===== config.mk =====
export PLATFORM = sky130hd
export DESIGN_NAME = cdc_fast2slow_tx
export DESIGN_NICKNAME = d
export VERILOG_FILES = /design/src/rtl/cdc_fast2slow_tx.sv
export SDC_FILE = /design/constraint.sdc
export NUM_CORES = 1
export LEC_CHECK = 0
export ABC_AREA = 1
export BUFFER_PORTS_ARGS = -buffer_cell sky130_fd_sc_hd__buf_2
export CELL_PAD_IN_SITES_DETAIL_PLACEMENT = 0
export CELL_PAD_IN_SITES_GLOBAL_PLACEMENT = 2
export CORE_UTILIZATION = 24
export DETAILED_ROUTE_END_ITERATION = 8
export PLACE_DENSITY = 0.76
export SYNTH_ARGS = -nofsm -noshare
export SYNTH_HDL_FRONTEND = slang
export SYNTH_SLANG_ARGS = --single-unit

===== constraint.sdc =====
create_clock -name clk_f -period 1.6 [get_ports clk_f]
set_input_delay 0.32 -clock clk_f [delete_from_list [all_inputs] [get_ports clk_f]]
set_output_delay 0.32 -clock clk_f [all_outputs]
set_load 0.01 [all_outputs]

===== src/rtl/cdc_fast2slow_tx.sv =====
// Fast-domain transmit end of a fast->slow single-bit pulse crossing.
// Each pluse_f becomes one full 4-phase req_s/ack_s handshake. Pulses that arrive while a
// handshake is in flight are counted in pend_cnt and replayed, until the counter saturates.
// Optional handshake watchdog: define CDC_TX_TIMEOUT_EN.
module cdc_fast2slow_tx #(
  parameter int unsigned SYNC_STAGES = 2,
  parameter int unsigned PEND_W      = 4,
  parameter int unsigned TIMEOUT_CYC = 64
) (
  input  logic              clk_f,
  input  logic              rst_f,
  input  logic              pluse_f,
  input  logic              ack_s,
  output logic              req_s,
  output logic              busy_f,
  output logic [PEND_W-1:0] pend_cnt,
  output logic              drop_f,
  output logic              err_f
);

  typedef enum logic [1:0] {StIdle, StReqHi, StReqLo} state_e;

  localparam logic [PEND_W-1:0] PendMax = '1;

  // Elaboration-time parameter sanity.
  if (SYNC_STAGES < 2 || PEND_W < 1 || TIMEOUT_CYC < 1) begin : gen_bad_param
    $error("cdc_fast2slow_tx: illegal parameter value");
  end

  state_e                  state_q, state_d;
  logic                    req_q, req_d;
  logic [PEND_W-1:0]       pend_q, pend_d;
  logic                    drop_q, drop_d;
  logic [SYNC_STAGES-1:0]  ack_sync_q;
  logic                    ack_sync;
  logic                    complete;
  logic                    inc;
  logic                    timeout;

  // ack_s synchronizer; only the last stage is ever used by the FSM.
  always_ff @(posedge clk_f) begin
    if (rst_f) begin
      ack_sync_q <= '0;
    end else begin
      ack_sync_q <= {ack_sync_q[SYNC_STAGES-2:0], ack_s};
    end
  end

  assign ack_sync = ack_sync_q[SYNC_STAGES-1];

`ifdef CDC_TX_TIMEOUT_EN
  localparam int unsigned    WdW    = $clog2(TIMEOUT_CYC + 1);
  localparam logic [WdW-1:0] WdLast = WdW'(TIMEOUT_CYC - 1);

  logic [WdW-1:0] wdog_q, wdog_d;
  logic           err_q;

  // Fires on the edge where the per-phase cycle count would reach TIMEOUT_CYC.
  assign timeout = (state_q != StIdle) && (wdog_q == WdLast);

  // Watchdog restarts on every state change and only runs while a handshake is open.
  always_comb begin
    wdog_d = '0;
    if (state_d == state_q && state_q != StIdle) begin
      wdog_d = wdog_q + WdW'(1);
    end
  end

  // Watchdog and error pulse registers.
  always_ff @(posedge clk_f) begin
    if (rst_f) begin
      wdog_q <= '0;
      err_q  <= 1'b0;
    end else begin
      wdog_q <= wdog_d;
      err_q  <= timeout;
    end
  end

  assign err_f = err_q;
`else
  assign timeout = 1'b0;
  assign err_f   = 1'b0;
`endif

  assign complete = (state_q == StReqLo) && !ack_sync;
  assign inc      = pluse_f && (pend_q != PendMax);

  // Handshake FSM, pending counter and drop detection.
  always_comb begin
    state_d = state_q;
    req_d   = req_q;
    pend_d  = pend_q;
    drop_d  = pluse_f && (pend_q == PendMax);

    unique case (state_q)
      StIdle: begin
        // A stale ack left high blocks the launch until the receiver drops it.
        if ((pend_q != '0 || pluse_f) && !ack_sync) begin
          state_d = StReqHi;
          req_d   = 1'b1;
        end
      end
      StReqHi: begin
        req_d = 1'b1;
        if (ack_sync) begin
          state_d = StReqLo;
          req_d   = 1'b0;
        end
      end
      StReqLo: begin
        req_d = 1'b0;
        if (!ack_sync) begin
          state_d = StIdle;
        end
      end
      default: begin
        state_d = StIdle;
        req_d   = 1'b0;
      end
    endcase

    unique case ({inc, complete})
      2'b10:   pend_d = pend_q + PEND_W'(1);
      2'b01:   pend_d = pend_q - PEND_W'(1);
      default: pend_d = pend_q;
    endcase

    // Timeout abandons the handshake and the backlog; a same-cycle pulse still counts.
    if (timeout) begin
      state_d = StIdle;
      req_d   = 1'b0;
      pend_d  = pluse_f ? PEND_W'(1) : '0;
      drop_d  = 1'b0;
    end
  end

  // State, request, pending and drop registers.
  always_ff @(posedge clk_f) begin
    if (rst_f) begin
      state_q <= StIdle;
      req_q   <= 1'b0;
      pend_q  <= '0;
      drop_q  <= 1'b0;
    end else begin
      state_q <= state_d;
      req_q   <= req_d;
      pend_q  <= pend_d;
      drop_q  <= drop_d;
    end
  end

  assign req_s    = req_q;
  assign busy_f   = (state_q != StIdle);
  assign pend_cnt = pend_q;
  assign drop_f   = drop_q;

endmodule


==> After elaboration in Yosys (flattened, before gate mapping) <==
Index checks and enable logic that the tools add are counted.
{ "word_totals": {"output_inout_bits": 8, "elab_cells": 35, "regBits": 10, "in_bits": 4} }
{ "classes": {"n_addsub": 2, "n_mux": 8, "reduce_logical": 11, "eq_ne": 9} }
{ "op_table": {"columns": ["op", "count"], "rows": [
  ["4-bit case mux with 2 select lines", 1],
  ["2-bit 2-to-1 mux", 3],
  ["2-bit != test (second input constant)", 3],
  ["2-bit case mux with 3 select lines", 1],
  ["4-bit by 1-bit adder with 4-bit output (second input constant)", 1],
  ["2-bit by 1-bit == test with 1-bit output (second input constant)", 2],
  ["2-bit == test (second input constant)", 2],
  ["4-bit == test (second input constant)", 1],
  ["1-bit logical AND", 4],
  ["4-bit != test (second input constant)", 1],
  ["2-bit nonzero test", 2],
  ["4-bit nonzero test", 1],
  ["4-bit by 1-bit subtractor with 4-bit output (second input constant)", 1],
  ["3-bit AND reduction", 1],
  ["2-bit logical NOT", 1],
  ["1-bit 2-to-1 mux", 2],
  ["1-bit case mux with 2 select lines", 1],
  ["1-bit logical NOT", 1],
  ["1-bit logical OR", 1]
]} }

==> Longest topological paths before layout <==
{ "depth": {"ltp_word": 5, "mapped_depth": 12, "ltp_nobuf": 12} }

==> Least setup slack after synthesis <==
No wires, ideal clock.
{ "synth_timing": {"kind": "register to register", "start": "reg pend_q[0] (netlist: pend_cnt[0])", "end": "reg pend_q[2] (netlist: pend_cnt[2])", "synth_period_minus_slack_ns": 1.744, "slack_ns": -0.144, "path_buffers": 0, "path_stages_with_launch": 12, "arrival_time_ns": 1.630, "t_required_ns": 1.487, "setup_time_ns": 0.113, "path_cell_list": "dfxtp_1 -> nand4_1 -> nand2_1 -> ha_1 -> nand2_1 -> inv_1 -> nor2_4 -> ha_1 -> a21oi_1 -> xnor2_1 -> o21ai_1 -> inv_1"} }
{ "synth_via": {"elab_chain_cells": 4, "elab_cells_between_ends": 8, "cone_classes": "add/sub: 2; eq/ne: 3; mux: 1; reduce/logical: 2"} }
{ "synth_rtl": {"columns": ["item", "line_no", "rtl"], "rows": [
  ["start: declaration", "32", "logic [PEND_W-1:0] pend_q, pend_d;"],
  ["start signal: assignment", "148", "pend_q <= pend_d;"],
  ["4-bit != test", "87", "assign inc = pluse_f && (pend_q != PendMax);"],
  ["1-bit logical AND", "87", null],
  ["2-bit by 1-bit == test with 1-bit output or 2-bit == test (tied branches)", "123", "unique case ({inc, complete})"],
  ["4-bit case mux with 2 select lines or 2-bit nonzero test (tied branches)", null, null]
]} }
Several ways; a longest one is shown, not always the timed one.
A chain may end at the register's enable or synchronous reset.

==> Worst setup path in the final report <==
{ "layout_timing": {"start": "reg state_q[1]", "end": "reg pend_q[2] (netlist: pend_cnt[2])"} }
{ "layout_via": {"elab_chain_cells": 4, "elab_cells_between_ends": 6, "cone_classes": "eq/ne: 3; mux: 1; reduce/logical: 2"} }
{ "layout_rtl": {"columns": ["item", "line_no", "rtl"], "rows": [
  ["start: declaration", "30", "state_e state_q, state_d;"],
  ["start signal: assignment", "141", "state_q <= StIdle;"],
  ["start signal: assignment", "146", "state_q <= state_d;"],
  ["2-bit == test (*)", "86", "assign complete = (state_q == StReqLo) && !ack_sync;"],
  ["1-bit logical AND (*)", "86", null],
  ["2-bit by 1-bit == test with 1-bit output or 2-bit == test (tied branches)", "123", null],
  ["4-bit case mux with 2 select lines or 2-bit nonzero test (tied branches)", null, null]
]} }
Mark *: on every way between the ends. The rest lies on a longest branch, timed or not.

==> results.toml <==
[layout]
nets = 105
final_cells = 124
multiInputGateArea_um2 = 284
regArea_um2 = 211
fillers = 226
drive_gt1_share_pct = 44.3
antennaDiodeCount = 0
areaGrowthSynthToFinish_pct = 49.6

[routing]
ant_nets = 0
drt_iter0_drc = 9
dr.pass1.iters = 3
remaining_drc_errors = 0
wl_per_cell_um = 9.52
vias_per_cell = 4.03
vias = 500
wirelength_um = 1180

[hold_path]
min_path_type = "primary input to register"
min_from = "ack_s"

[grt]
grt.overflow.total = 0
antenna_found_initial = 0
grt_pass1_wl_um = 1990
use_met2_pct = 16.4
grt_max_degree = 8
grt_use_total_pct = 10.8
busiest_layer = "met2"
gr-usage-met3_pct = 2.20
grt_pass1_vias = 454
globalRouteMet1Util_pct = 14.9

[synthesis]
synth_cell_type_count = 18
yosysTopAreaCell = "dfxtp_1"
ys_ff_latch = 10
synth_nets = 78
synthFlopType = "dfxtp_1"
synth_top_area_share_pct = 38.7
synth.area.top_cells = "dfxtp_1, inv_1, ha_1"
synth_edf_count = 0
synth_commonest_cells = "inv_1, dfxtp_1, nand2_1, nor2_1, a21oi_1"
yosysMostFrequentCell = "inv_1"
synth.avg_cell_area_um2 = 7.28
synthArstFlopShare_pct = 0
synth_warnings = 0
ys_seq_area_share_pct = 38.7
netlist_area_um2 = 517
netlist_instances = 71

[status]
status = "finished clean"

[timing]
fin_crit_ns = 1.55
rsz0062_at_grt = "yes"
slew_viol_final = 0
setup_viol = 0
fin_skew_ns = 0.000522
fin_ws_ns = 0.0476
fmax_mhz = 644
finalHoldViolations = 0
finalCritPeriodShare_pct = 97.0
finalSetupTns_ns = 0
hold_ws_ns = 0.257

[critical_path]
crit_slowest_cell = "dfxtp_2"
crit_path_start_kind = "register"
crit_fanout = 3
worst-path-buf-inv = 3
r2r-start = "state_q[1]$_SDFFE_PP0P_"
crit_arrival_ns = 1.71
cp_common_cell = "inv_2"
cpPeakStageDelay_ns = 0.34
cp.required_ns = 1.76
crit_chain = "inv_2 -> nor3_4 -> ha_2 -> nand2_2 -> inv_2 -> nor2_4 -> ha_4 -> a21oi_2 -> xnor2_1 -> o21ai_1 -> inv_1"
crit_start = "state_q[1]$_SDFFE_PP0P_"
path_delay_family = "adder cells"
worstSetupPathType = "register to register"
crit_path_end_kind = "register"

[floorplan]
start_util_pct = 25.8
ioPinCount = 12
dieArea_um2 = 2340
fp.dieH_um = 48.4
coreArea_um2 = 2000
fp.dieW_um = 48.4
core.rowCount = 16

[run]
drv_cap = 0

[clock_network]
cts_tree = "done"
cts-root-buf = "clkbuf_4"
hold_buffers = 0
clock_latency_ns = 0.26
clkSinkCount = 10
cts_made_buffers = 3
clkTransAtPathRegs_ns = 0.07
cts_buffer_depth = 2
htree_levels = 1

[power]
p_leak_nw = 0.401
power.total_mw = 0.654
p_per_area_nw_per_um2 = 846
irDropWorstVdd_mv = 0.320

[placed_design]
dp_slack_ns = -0.00625
gp_congestion = 0.760
post-dp-hpwl_um = 948
dp.cells = 119
place.port_buffers = 10
==> path summary, 6_finish.rpt <==
path	to	slack, ns	cells after the start
worst max-delay path	pend_cnt[2]$_SDFFE_PP0P_	0.05	11
worst max register to register	pend_cnt[2]$_SDFFE_PP0P_	0.05	11
worst min-delay path	ack_sync_q[0]$_SDFF_PP0_	0.26	3
worst min register to register	ack_sync_q[1]$_SDFF_PP0_	0.40	2
==> final cells by class <==
| cell class | instances | share of cell area (%) |
|---|---|---|
| multi-input cells | 44 | 36.7 |
| flip-flops and latches | 10 | 27.3 |
| repair buffers | 23 | 19.1 |
| inverters | 16 | 7.77 |
| clock buffers | 4 | 4.69 |
| well taps | 27 | 4.37 |
==> worst min-delay path: stages <==
cell,delay [ns]
buf_2,0.07
inv_1,0.03
nor2_1,0.06
==> where the power goes <==
| part | internal, mW | total (mW) | switching (mW) |
|---|---|---|---|
| logic | 0.0666 | 0.146 | 0.0793 |
| clock network | 0.138 | 0.228 | 0.0901 |
| registers | 0.269 | 0.280 | 0.0115 |
| total | 0.473 | 0.654 | 0.181 |
==> metrics by stage <==
step | util [%] | instance area (µm²)
after floorplan | - | 534
after global placement | 35.0 | 701
after detailed placement | 35.0 | 701
after CTS | 37.4 | 748
after global routing | 38.6 | 773
final | 38.6 | 773
==> state kept, by name, summed over array words and instances, names as in the netlist <==
register / flops
ack_sync_q: 2
drop_f: 1
pend_cnt: 4
req_s: 1
state_q: 2
==> kinds of logic after synthesis <==
group | after synthesis | synth area share (%)
other cells | 1 | 0.726
fa+ha+maj | 3 | 7.26
buf+inv | 17 | 13.1
compound gates | 9 | 8.71
simple gates | 28 | 26.4
flops | 10 | 38.7
xor+xnor | 3 | 5.09
==> cells in the final DEF (no fill, tap or decap), types with 2 or more instances in the layout <==
cell type  netlist  final
inv_1           16     14
buf_4            1     13
buf_2            0     10
nand2_1          9      7
nor2_1           7      7
dfxtp_1         10      5
nand3_1          4      4
a21oi_1          5      4
nand4_1          3      3
o21ai_1          3      3
clkbuf_4         0      3
dfxtp_2          0      3
nand2_2          0      2
inv_2            0      2
xnor2_1          2      2
dfxtp_4          0      2
==> timing repair <==
action	4_1_cts	5_1_grt
hold endpoints to repair	0	0
pin swaps	2	7
endpoints found under the setup margin	1	3
gates resized for setup	1	7
buffers inserted	1	0
==> per-layer routing <==
layer,vias to the layer above,part of all wire (%)
li1,271,-
met1,221,50
met2,6,47
met3,2,2.4
met4,0,1.0
met5,-,0
Note: power is estimated with default switching activity, not from simulation.
